## src/rtl/desc_norm_buffer.sv

```systemverilog
// Buffers one tlast-delimited int8 descriptor while summing lane squares, requests its rsqrt, then replays the beats.
// Replay output is registered (first beat 1 cycle after the rsqrt arrives); input is accepted only while idle in ACCUM.
module desc_norm_buffer #(
    parameter int BEATS = 32,
    parameter int SUM_W = 24,
    parameter int RSQ_W = 24
) (
    input  logic             clk,
    input  logic             rstn,
    input  logic [63:0]      s_axis_raw_tdata,
    input  logic             s_axis_raw_tvalid,
    input  logic             s_axis_raw_tlast,
    output logic             s_axis_raw_tready,
    output logic [SUM_W-1:0] m_axis_sumsq_tdata,
    output logic             m_axis_sumsq_tvalid,
    input  logic             m_axis_sumsq_tready,
    input  logic [RSQ_W-1:0] s_axis_rsq_tdata,
    input  logic             s_axis_rsq_tvalid,
    output logic             s_axis_rsq_tready,
    output logic [RSQ_W-1:0] reciprocal_squa_root,
    output logic [63:0]      m_axis_desc_tdata,
    output logic             m_axis_desc_tvalid,
    output logic             m_axis_desc_tlast,
    input  logic             m_axis_desc_tready,
    output logic             len_err
);

    localparam int CNT_W = (BEATS > 1) ? $clog2(BEATS) : 1;

    typedef enum logic [1:0] {ACCUM, REQ, WAIT, REPLAY} state_t;

    state_t           state;
    logic [63:0]      buffer [BEATS];
    logic [CNT_W-1:0] wr_cnt;
    logic [CNT_W-1:0] rd_cnt;
    logic [CNT_W-1:0] last_idx;
    logic [SUM_W-1:0] acc;
    logic [SUM_W-1:0] acc_next;
    logic [17:0]      beat_sq;
    logic             raw_fire;
    logic             end_pkt;
    logic             replay_adv;

    function automatic logic [15:0] sq8(input logic [7:0] v);
        logic signed [15:0] p;
        p = $signed(v) * $signed(v);
        return p;
    endfunction

    // Each square is at most 16384, so eight of them fit in 18 bits.
    always_comb begin
        beat_sq = '0;
        for (int i = 0; i < 8; i++) begin
            beat_sq = beat_sq + 18'(sq8(s_axis_raw_tdata[8*i +: 8]));
        end
    end

    assign acc_next          = acc + SUM_W'(beat_sq);
    assign s_axis_raw_tready = (state == ACCUM);
    assign s_axis_rsq_tready = (state == WAIT);
    assign raw_fire          = s_axis_raw_tvalid && s_axis_raw_tready;
    assign end_pkt           = s_axis_raw_tlast || (wr_cnt == CNT_W'(BEATS - 1));
    assign replay_adv        = !m_axis_desc_tvalid || m_axis_desc_tready;

    // Packet storage carries no reset so it can map onto a plain RAM.
    always_ff @(posedge clk) begin
        if (raw_fire) begin
            buffer[wr_cnt] <= s_axis_raw_tdata;
        end
    end

    always_ff @(posedge clk or negedge rstn) begin
        if (!rstn) begin
            state                <= ACCUM;
            wr_cnt               <= '0;
            rd_cnt               <= '0;
            last_idx             <= '0;
            acc                  <= '0;
            len_err              <= 1'b0;
            m_axis_sumsq_tdata   <= '0;
            m_axis_sumsq_tvalid  <= 1'b0;
            reciprocal_squa_root <= '0;
            m_axis_desc_tdata    <= '0;
            m_axis_desc_tvalid   <= 1'b0;
            m_axis_desc_tlast    <= 1'b0;
        end else begin
            case (state)
                ACCUM: begin
                    if (raw_fire) begin
                        wr_cnt <= wr_cnt + CNT_W'(1);
                        acc    <= acc_next;
                        if (end_pkt) begin
                            m_axis_sumsq_tdata  <= acc_next;
                            m_axis_sumsq_tvalid <= 1'b1;
                            last_idx            <= wr_cnt;
                            if (!s_axis_raw_tlast) begin
                                len_err <= 1'b1;
                            end
                            state <= REQ;
                        end
                    end
                end
                REQ: begin
                    if (m_axis_sumsq_tready) begin
                        m_axis_sumsq_tvalid <= 1'b0;
                        state               <= WAIT;
                    end
                end
                WAIT: begin
                    if (s_axis_rsq_tvalid) begin
                        reciprocal_squa_root <= s_axis_rsq_tdata;
                        rd_cnt               <= '0;
                        state                <= REPLAY;
                    end
                end
                REPLAY: begin
                    if (replay_adv) begin
                        if (m_axis_desc_tvalid && m_axis_desc_tlast) begin
                            // Final beat leaves this edge; reopen input next cycle.
                            m_axis_desc_tvalid <= 1'b0;
                            m_axis_desc_tlast  <= 1'b0;
                            acc                <= '0;
                            wr_cnt             <= '0;
                            state              <= ACCUM;
                        end else begin
                            m_axis_desc_tdata  <= buffer[rd_cnt];
                            m_axis_desc_tvalid <= 1'b1;
                            m_axis_desc_tlast  <= (rd_cnt == last_idx);
                            rd_cnt             <= rd_cnt + CNT_W'(1);
                        end
                    end
                end
                default: state <= ACCUM;
            endcase
        end
    end

endmodule

```

## config.mk

```make
export PLATFORM = sky130hd
export DESIGN_NAME = desc_norm_buffer
export DESIGN_NICKNAME = d
export VERILOG_FILES = /design/src/rtl/desc_norm_buffer.sv
export SDC_FILE = /design/constraint.sdc
export NUM_CORES = 2
export LEC_CHECK = 0
export CORE_UTILIZATION = 65
export CTS_CLUSTER_DIAMETER = 40
export CTS_CLUSTER_SIZE = 10
export DETAILED_ROUTE_END_ITERATION = 7
export MAX_ROUTING_LAYER = met4
export PLACE_DENSITY = 0.89
export SYNTH_ARGS = -nofsm -noshare
export SYNTH_HDL_FRONTEND = slang
export SYNTH_SLANG_ARGS = --single-unit
```

## constraint.sdc

```tcl
create_clock -name clk -period 13.25 [get_ports clk]
set_input_delay 2.65 -clock clk [delete_from_list [all_inputs] [get_ports clk]]
set_output_delay 2.65 -clock clk [all_outputs]
set_load 0.01 [all_outputs]
```

==> results.json <==
{
  "status": "finished, violations left",
  "violations": "DRC",
  "nNetsFinal": 7128,
  "hold_viol": 0,
  "hold_path_class": "register to register",
  "crit_arrival_ps": 13950,
  "die-area_sq_um": 162000,
  "remaining_drc_errors": 2,
  "crit_path_max_incr_delay_ps": 660,
  "numCtsBuffers": 305,
  "post-dp-hpwl_mm": 170,
  "ctsHtreeMaxLevel": 5,
  "fp.coreArea_sq_um": 159000,
  "drt-vias-per-instance": 7.21,
  "reg2reg_to": "m_axis_desc_tdata[20]",
  "end_kind": "register",
  "mostFrequentLayoutCells": "2048 x edfxtp_1, 661 x inv_1, 640 x mux4_2",
  "root_buffer": "clkbuf_16",
  "synthCells": 5848,
  "ys.flop_type": "edfxtp_1",
  "synth_area_sq_um": 104000,
  "drive_gt1_share_pct": 19.8,
  "setup_viol": 0,
  "grt_pass1_wl_mm": 460,
  "grt_pass1_vias": 64611,
  "antenna_found_initial": 14,
  "cap_violations": 0,
  "finalCriticalPeriod_ps": 13090,
  "drt-pass1-iter-count": 8,
  "ant_nets": 0,
  "num_vias": 61857,
  "cts_sinks": 2205,
  "slew_headroom_pct": 6.61,
  "syn2layout_area_growth_pct": 14.0,
  "yosysUniqueCellTypes": 69,
  "insertion_delay_ps": 950,
  "gp_congestion": 0.954,
  "fin_hold_ws_ps": 485,
  "period_share_pct": 98.8,
  "endpoint": "m_axis_sumsq_tdata[20]",
  "ios": 213,
  "regToRegSetupSlack_ps": 7780,
  "die_y_um": 402,
  "ys_ff_latch": 2205,
  "die_x_um": 402,
  "hp-start": "m_axis_desc_tdata[49]",
  "postCtsSetupBuffers": 0,
  "clockBufferDepth": 4,
  "worstMarginPinSlew_ps": 1400,
  "rows": 146,
  "drtIter0Drc": 11212,
  "cp.required_ps": 14110,
  "gr-total-overflow": 0,
  "critical-path-slowest-cell": "or4_1",
  "clk_pin_slew_worst_paths_ps": 50,
  "portBuffers": 212,
  "synth_edf_count": 2048,
  "rr_worst_depth": 7,
  "crit_type": "input pin to register",
  "r2r-start": "rd_cnt[0]",
  "yosysWarnings": 0,
  "clock-skew-final_ps": 58.6,
  "synth_seq_area_share_pct": 62.9,
  "cp-startpoint": "s_axis_raw_tdata[31]",
  "grt_max_degree": 142,
  "syn_avg_cell_area_sq_um": 17.8,
  "cts_tree": "done",
  "syn-num-nets": 6659,
  "drt-wirelength-per-cell_um": 37.5,
  "grtUsageTotal_pct": 42.0,
  "async_reset_ff_share_pct": 7.12,
  "start_util_pct": 65.6,
  "timing.fmax_mhz": 76.4,
  "rsz0062_at_grt": "no",
  "layout_commonest_cell": "edfxtp_1",
  "start_kind": "input pin",
  "drv_slew": 0,
  "crit_fanout": 7,
  "wl_mm": 322
}
==> cell type report <==
type | count | area [sq um]
clock buffer | 403 | 8300
clock inverter | 78 | 793
tap | 2072 | 2590
inverter | 669 | 2510
fill | 7979 | 40000
multi-input combinational | 2748 | 35400
antenna | 15 | 37.5
timing repair buffer | 388 | 3490
sequential | 2205 | 65400
==> worst min-delay path by stage <==
stage                            endpoint  slack [ps]  cells after the start
floorplan                          acc[9]         460                      2
global placement    m_axis_sumsq_tdata[0]         460                      2
detailed placement  m_axis_sumsq_tdata[4]         470                      2
CTS                 m_axis_sumsq_tdata[4]         490                      2
global route        m_axis_sumsq_tdata[4]         500                      2
finish              m_axis_desc_tdata[49]         480                      2
==> critical path, delay by kind of cell <==
family	cells	cell delay (ps)
adder cells (fa/ha/maj)	11	5390
AND/OR/NAND/NOR	4	1660
buffers and inverters	9	1450
AO/OA/AOI/OAI	10	2220
multiplexers	1	110
XOR/XNOR	1	460
==> state kept, by name, indices dropped and copies added, names as in the netlist <==
register / flops
m_axis_desc_tvalid: 1
buffer: 2048
acc: 24
m_axis_desc_tlast: 1
m_axis_sumsq_tdata: 24
last_idx: 5
m_axis_desc_tdata: 64
rd_cnt: 5
wr_cnt: 5
reciprocal_squa_root: 24
len_err: 1
m_axis_sumsq_tvalid: 1
state: 2
==> timing repair <==
item | CTS | global route
setup endpoints to repair | 0 | 16
hold buffers | 0 | 0
resized for setup | 0 | 7
endpoints found under the hold margin | 0 | 0
==> cell usage after synthesis, types with 5 or more instances <==
library cell  count  area (sq um)
o21a_1           23           173
nor2_1          168           631
a31oi_1          15          93.8
ha_1            266          3330
mux2i_1          67           671
o21ai_1         116           581
inv_2             7          26.3
nand4_1           9          56.3
or2_2            12          75.1
fa_1            450          9010
nand2b_1         31           194
o22ai_1           5          31.3
o21ai_0          32           160
nor2b_1          36           225
nor3_1           22           110
a2111oi_0         5          43.8
a21oi_1          97           485
buf_2            47           235
o31ai_1           9          67.6
and2_1          114           713
mux4_2          640         14400
mux2_2            6          67.6
buf_1            17          63.8
o21bai_1         19           143
inv_1           661          2480
mux2_1           21           236
or4_1             5          37.5
nand2_1         264           991
nand3_1          31           155
nand3b_1          7          52.6
dfrtp_1         157          3930
edfxtp_1       2048         61500
xnor2_1         148          1300
xor2_1           41           359
buf_4            11          82.6
and3_1            6          37.5
a21o_1           28           210
clkbuf_1        147           552
==> cell families after synthesis <==
family | synth area share, %
simple gates | 3.22
mux | 14.8
xor+xnor | 1.59
compound gates | 2.30
fa+ha+maj | 11.9
buf+inv | 3.35
flops | 62.9
==> per-stage QoR <==
| step | TNS [ps] | utilization [%] | std cells | cell area, sq um | setup WS, ps |
|---|---|---|---|---|---|
| after floorplan | 0 | - | 5848 | 104000 | 1690 |
| after global placement | 0 | 69.0 | 8082 | 109000 | 404 |
| after detailed placement | -84.2 | 69.0 | 8082 | 109000 | -37.5 |
| after CTS | 0 | 74.8 | 8563 | 119000 | 671 |
| after global routing | 0 | 74.8 | 8574 | 119000 | 26.9 |
| final | 0 | 74.8 | 8578 | 119000 | 158 |
==> routing by layer <==
layer / routed length, um / part of all wire [%] / track usage [%] / vias to the layer above
li1: - / - / - / 22846
met1: 100000 / 31 / 51.1 / 30884
met2: 150000 / 47 / 62.3 / 6451
met3: 48000 / 15 / 13.5 / 1676
met4: 23800 / 7.4 / 24.4 / 0
met5: 0 / 0 / - / -
Power is not shown: default switching activity piles up to over one toggle a cycle in this logic, so the estimate is an artifact.
